## config.mk

```make
export PLATFORM = sky130hd
export DESIGN_NAME = cpx_accumulate
export DESIGN_NICKNAME = d
export VERILOG_FILES = /design/src/rtl/cpx_accumulate.sv
export SDC_FILE = /design/constraint.sdc
export NUM_CORES = 1
export LEC_CHECK = 0
export ABC_CLOCK_PERIOD_IN_PS = 4400
export CAP_MARGIN = 5
export CORE_AREA = 2 2 134 123
export CTS_BUF_LIST = sky130_fd_sc_hd__clkbuf_16
export DETAILED_ROUTE_END_ITERATION = 16
export DIE_AREA = 0 0 136 125
export PLACE_DENSITY = 0.67
export SLEW_MARGIN = 20
export SYNTH_ARGS = -nofsm -noshare
export SYNTH_HDL_FRONTEND = slang
export SYNTH_SLANG_ARGS = --single-unit
```

## constraint.sdc

```tcl
create_clock -name clk -period 4.4 [get_ports clk]
set_input_delay 0.66 -clock clk [delete_from_list [all_inputs] [get_ports clk]]
set_output_delay 0.66 -clock clk [all_outputs]
set_load 0.03 [all_outputs]
```

## src/rtl/cpx_accumulate.sv

```systemverilog
// Coherent integrate-and-dump of complex products: sums `length` I/Q pairs and emits one beat.
// Define CPX_ACCUMULATE_SAT_EN to saturate every addition instead of wrapping.
module cpx_accumulate #(
    parameter int i_bits   = 24,
    parameter int q_bits   = 24,
    parameter int length   = 64,
    parameter int out_bits = 30
) (
    input  logic                clk,
    input  logic                rst,
    input  logic                m_axis_tvalid,
    output logic                s_axis_tready,
    input  logic [i_bits-1:0]   i,
    input  logic [q_bits-1:0]   q,
    input  logic                m_axis_tready,
    output logic                s_axis_tvalid,
    output logic [out_bits-1:0] i_out,
    output logic [out_bits-1:0] q_out
);

    localparam int cnt_bits = $clog2(length);

    logic [cnt_bits-1:0] count_r;
    logic [out_bits-1:0] acc_i_r;
    logic [out_bits-1:0] acc_q_r;
    logic [out_bits-1:0] i_ext_s;
    logic [out_bits-1:0] q_ext_s;
    logic [out_bits-1:0] sum_i_s;
    logic [out_bits-1:0] sum_q_s;
    logic                last_s;
    logic                accept_s;

    // One rail addition; saturating variant clamps to the signed out_bits range.
    function automatic logic [out_bits-1:0] add_rail(input logic [out_bits-1:0] a,
                                                     input logic [out_bits-1:0] b);
`ifdef CPX_ACCUMULATE_SAT_EN
        logic [out_bits:0] wide;
        wide = {a[out_bits-1], a} + {b[out_bits-1], b};
        if (wide[out_bits] != wide[out_bits-1]) begin
            return wide[out_bits] ? {1'b1, {(out_bits-1){1'b0}}} : {1'b0, {(out_bits-1){1'b1}}};
        end else begin
            return wide[out_bits-1:0];
        end
`else
        return a + b;
`endif
    endfunction

    assign i_ext_s  = out_bits'($signed(i));
    assign q_ext_s  = out_bits'($signed(q));
    assign sum_i_s  = add_rail(acc_i_r, i_ext_s);
    assign sum_q_s  = add_rail(acc_q_r, q_ext_s);
    assign last_s   = (count_r == cnt_bits'(length - 1));
    // Only a dump into a still-unaccepted output register must stall the input.
    assign s_axis_tready = !(last_s && s_axis_tvalid && !m_axis_tready);
    assign accept_s = m_axis_tvalid && s_axis_tready;

    // Accumulator, product counter and registered output beat.
    always_ff @(posedge clk) begin
        if (rst) begin
            count_r       <= {cnt_bits{1'b0}};
            acc_i_r       <= {out_bits{1'b0}};
            acc_q_r       <= {out_bits{1'b0}};
            i_out         <= {out_bits{1'b0}};
            q_out         <= {out_bits{1'b0}};
            s_axis_tvalid <= 1'b0;
        end else begin
            if (accept_s) begin
                if (last_s) begin
                    count_r <= {cnt_bits{1'b0}};
                    acc_i_r <= {out_bits{1'b0}};
                    acc_q_r <= {out_bits{1'b0}};
                end else begin
                    count_r <= count_r + cnt_bits'(1);
                    acc_i_r <= sum_i_s;
                    acc_q_r <= sum_q_s;
                end
            end
            // A dump on the handoff edge keeps valid high with the fresh sums.
            if (accept_s && last_s) begin
                i_out         <= sum_i_s;
                q_out         <= sum_q_s;
                s_axis_tvalid <= 1'b1;
            end else if (m_axis_tready) begin
                s_axis_tvalid <= 1'b0;
            end
        end
    end

endmodule

```

# ---- Yosys cells after proc, flatten, opt, wreduce, memory -nomap -nowiden
# Index checks and enable logic that the tools add are counted.
dict set report classes {
  mux 5
  n_eq_ne 1
  add_sub_neg 3
  reduce_logical 7
}
# op n
set op_table {}
lappend op_table {{$add 30x30->30} 2}
lappend op_table {{$mux 30} 2}
lappend op_table {{$add 6x1->6 const B} 1}
lappend op_table {{$eq 6x6->1 const B} 1}
lappend op_table {{$mux 6} 1}
lappend op_table {{$logic_and 1x1->1} 4}
lappend op_table {{$logic_not 1->1} 2}
lappend op_table {{$mux 1} 2}
lappend op_table {{$reduce_bool 2->1} 1}
dict set report totals {
  reg_bits 127
  out_inout_bits 62
}

# ---- Logic depth before layout (Yosys ltp)
dict set report logic_depth {
  word_depth 7
  depth_mapped 13
  depth_no_buf 13
}

# ---- Least setup slack after synthesis
# No wires, ideal clock.
dict set report synth_timing {
  path_type {input to register}
  start {input q[0]}
  end {register acc_q_r[26]}
  path_slack_ps 1506
  setup_time_ps 117
  t_arrival_ps 2777
  path_stages 13
  path_cell_list {ha_1 inv_1 fa_1 nor2b_1 o21a_1 o21ai_0 a22o_1 o211ai_1 a31o_2 nand2_1 a32oi_1 xor2_1 a22o_1}
}
dict set report synth_between {
  elab_chain_len 2
}
# element line_no
set synth_rtl {}
lappend synth_rtl {{start, declared} 14} ;# input logic [q_bits-1:0] q,
lappend synth_rtl {{$add 30x30->30} 45} ;# return a + b;
lappend synth_rtl {{$mux 30} 69} ;# if (last_s) begin
lappend synth_rtl {{end signal, assigned} 63} ;# acc_q_r <= {out_bits{1'b0}};
lappend synth_rtl {{end signal, assigned} 72} ;# acc_q_r <= {out_bits{1'b0}};
lappend synth_rtl {{end signal, assigned} 76} ;# acc_q_r <= sum_q_s;
lappend synth_rtl {{end, declared} 25} ;# logic [out_bits-1:0] acc_q_r;
# Every way passes these cells.
# A chain may end at the register's enable or synchronous reset.

# ---- Worst setup path in the final report
# Same ends and word-level chain as after synthesis.

==> results.py <==
metrics = {
    "outcome": {
        "status": "finished clean",
    },
    "place": {
        "hpwl_mm": 13.1,
        "numPortBuffers": 113,
        "preCtsSetupSlack_ns": 0.547,
        "gp_congestion": 0.911,
    },
    "setup_path": {
        "arrival_ns": 3.72,
        "cp_data_required_time_ns": 4.71,
        "r2r_setup_slack_ns": 1.35,
        "reg2reg_to": "acc_q_r[26]",
        "rr_startpoint": "acc_q_r[0]",
        "r2r_cells": 13,
        "start_kind": "input port",
        "critPathCaptureType": "register",
        "cp_max_fo": 3,
        "crit_type": "input port to register",
    },
    "yosys": {
        "synthSimpleGateAreaFrac_pct": 12.4,
        "synth_adder_area_share_pct": 11.3,
        "synth_compound_area_share_pct": 28.8,
        "synth_ff_type": "dfxtp_1",
        "async_reset_ff_share_pct": 0,
        "synth_nets": 868,
        "synth.area.mux_share_pct": 0,
        "synth_xor_area_share_pct": 7.76,
        "synth_edf_count": 0,
        "ys_ff_latch": 127,
        "ys_types": 55,
        "postSynthAreaPerCell_um2": 9.12,
        "synth_top_family_by_area": "compound AO/OA/AOI/OAI gates",
        "yosysSeqAreaShare_pct": 36.9,
        "synthesis.instances": 755,
        "syn_area_um2": 6890,
        "yosys_warnings": 0,
    },
    "floorplanning": {
        "ios": 114,
        "num_rows": 44,
        "initial_utilization_pct": 43.7,
        "dieArea_um2": 17000,
        "die_x_um": 136,
        "fp.coreArea_um2": 15700,
        "chipHeight_um": 125,
    },
    "routing": {
        "dr.pass1.iters": 5,
        "drcViolationCount": 0,
        "routedWlPerCell_um": 17.1,
        "vias_per_cell": 5.78,
        "drt-initial-drc-count": 370,
        "wl_mm": 18.5,
        "num_vias": 6222,
        "ant_nets": 0,
    },
    "grt": {
        "grt_pass1_wl_mm": 30.1,
        "overflow": 0,
        "antenna_found_initial": 0,
        "first_global_vias": 6184,
        "grtUsageTotal_pct": 22.3,
        "grt_max_degree": 43,
    },
    "power": {
        "vdd_drop_max_mv": 0.284,
        "p_seq_share_pct": 35.5,
        "cellPowerDensity_nw_per_um2": 414,
        "p_int_mw": 2.50,
        "switching_share_pct": 31.1,
        "combinationalPowerShare_pct": 28.8,
        "leakage_nw": 3.81,
        "p_switching_mw": 1.13,
        "power_mw": 3.63,
        "p_clk_share_pct": 35.7,
    },
    "worst_hold_path": {
        "hp-class": "register to register",
        "whs_path_depth": 2,
        "min-delay-start": "q_out[29]",
        "holdPathEnd": "q_out[29]",
    },
    "timing": {
        "fin_crit_sh_pct": 77.5,
        "setup_tns_ns": 0,
        "hold_viol": 0,
        "fin_worst_skew_ns": 0.00861,
        "tightestPinTransition_ns": 0.931,
        "fin_crit_ns": 3.41,
        "rsz0062_at_grt": "no",
        "worst_slack_ns": 0.989,
        "drv_slew": 0,
        "max_slew_margin_pct": 38.0,
        "clock.fmax_mhz": 293,
        "finalSetupViolCount": 0,
    },
    "clock_network": {
        "cts_setup_buffers": 0,
        "cts_resized": 0,
        "clkTransAtPathRegs_ns": 0.05,
        "root_buffer": "clkbuf_16",
        "cts_buffers": 17,
        "clk_latency_ns": 0.42,
        "clockBufferDepth": 2,
        "cts_hold_buf": 0,
        "cts_tree": "yes",
        "htreeDepth": 4,
        "numClockSinks": 127,
    },
    "final_layout": {
        "fill_cells": 1432,
        "drive_above_1_share_pct": 5.64,
        "diodes": 0,
        "fin_nets": 971,
        "area.growth.synth_to_final_pct": 27.1,
    },
    "run": {
        "cap_violations": 0,
    },
}
worst max path at each step:
stage	start	endpoint	slack, ns	cells past startpoint
after floorplan	q[0]	acc_q_r[26]	1.51	13
after CTS	i[0]	acc_i_r[28]	0.98	13
after global routing	i[0]	acc_i_r[28]	0.73	13
after global placement	i[0]	i_out[26]	0.62	13
after detailed placement	i[0]	acc_i_r[28]	0.55	13
final	q[0]	acc_q_r[26]	0.99	14
area by class of cell:
type / instances / area, um^2 / share of cell area [%]
clock inverter: 13 / 110 / 1.26
inverter: 15 / 56.3 / 0.643
timing repair buffer: 120 / 1190 / 13.6
multi-input combinational: 577 / 4170 / 47.6
clock buffer: 17 / 425 / 4.86
tap: 207 / 259 / 2.96
sequential: 127 / 2540 / 29.0
layout by cell type, fill, tap and decap left out, types with 2 or more instances in the layout:
cell type        Yosys  layout
a211o_1              2       2
a211oi_1             2       2
a21o_1              28      28
a21oi_1             49      48
a21oi_2              2       2
a22o_1              77      77
a22oi_1             28      28
a31o_2               3       3
a31oi_1             12      12
and2_1               5       5
and3_1              11      11
buf_4                1       6
bufinv_16            0       2
clkbuf_16            0      17
clkdlybuf4s50_1      0     112
clkinv_1             0       2
clkinv_2             0       4
dfxtp_1            127     127
fa_1                 2       2
ha_1                59      59
inv_1               15      19
nand2_1             47      47
nand2b_1             6       6
nand3_1              8       8
nand3b_1             4       4
nand4_1             12      12
nor2_1              63      61
nor2_2               0       2
nor2b_1              8       8
nor3_1               8       7
o2111ai_1            2       2
o211ai_1             3       3
o21a_1               9       9
o21ai_0             33      33
o21ai_1              3       3
o21bai_1             5       5
or3_1                5       5
xnor2_1             38      38
xor2_1              23      23
flip-flops by register name, summed over array words and instances, names as in the netlist:
register	cells
acc_q_r	30
acc_i_r	30
i_out	30
count_r	6
q_out	30
s_axis_tvalid	1
cell usage after synthesis (all sizes together), types with 23 or more instances:
| cell | count | area, um^2 |
|---|---|---|
| dfxtp | 127 | 2540 |
| nand2 | 47 | 176 |
| ha | 59 | 738 |
| a21oi | 51 | 263 |
| o21ai | 36 | 180 |
| xnor2 | 38 | 333 |
| a22o | 77 | 674 |
| a22oi | 28 | 210 |
| a21o | 29 | 219 |
| xor2 | 23 | 201 |
| nor2 | 63 | 236 |
| clkbuf | 33 | 124 |
per-layer routing:
metal / track usage (%) / vias up / wire [um]
met5: 0 / - / 0
met4: 8.88 / 0 / 357
met3: 5.60 / 28 / 897
met2: 35.6 / 170 / 8630
met1: 28.8 / 3002 / 8560
li1: - / 3022 / -
critical path, cell delays in order:
cell and delay, ns:
clkdlybuf4s50_1 0.46, ha_1 0.17, inv_1 0.06, fa_1 0.40, nor2b_1 0.13, o21a_1 0.13, o21ai_0 0.14, a22o_1 0.27
o211ai_1 0.40, a31o_2 0.26, nand2_1 0.07, a32oi_1 0.25, xor2_1 0.12, a22o_1 0.21
kinds of logic (layout without fill, tap and decap cells):
kind of cell	after synthesis	in the layout
and+or+nand+nor	181	181
xor gates and xnor gates	61	61
adders and majority gates	61	61
buffers and inverters	51	165
AOI/OAI and AO/OA	274	274
DFF	127	127
power by group through the flow:
stage          clock (mW)  sequential (mW)  combinational [mW]
2_1_floorplan           0             1.30               0.786
3_3_place_gp            0             1.31               0.998
3_5_place_dp            0             1.31                1.02
4_1_cts              1.32             1.29                1.04
5_1_grt              1.37             1.30                1.16
6_report             1.29             1.29                1.05
per-stage QoR:
step,cell area [um^2],hold slack [ns],std cells,util [%]
final,8750,0.443,1076,55.6
after global routing,8750,0.486,1076,55.6
after CTS,8750,0.447,1076,55.6
after detailed placement,8220,0.440,1046,52.2
after global placement,8220,0.438,1046,52.2
after floorplan,6890,0.429,755,-
Power figures use the tool's default switching activity.
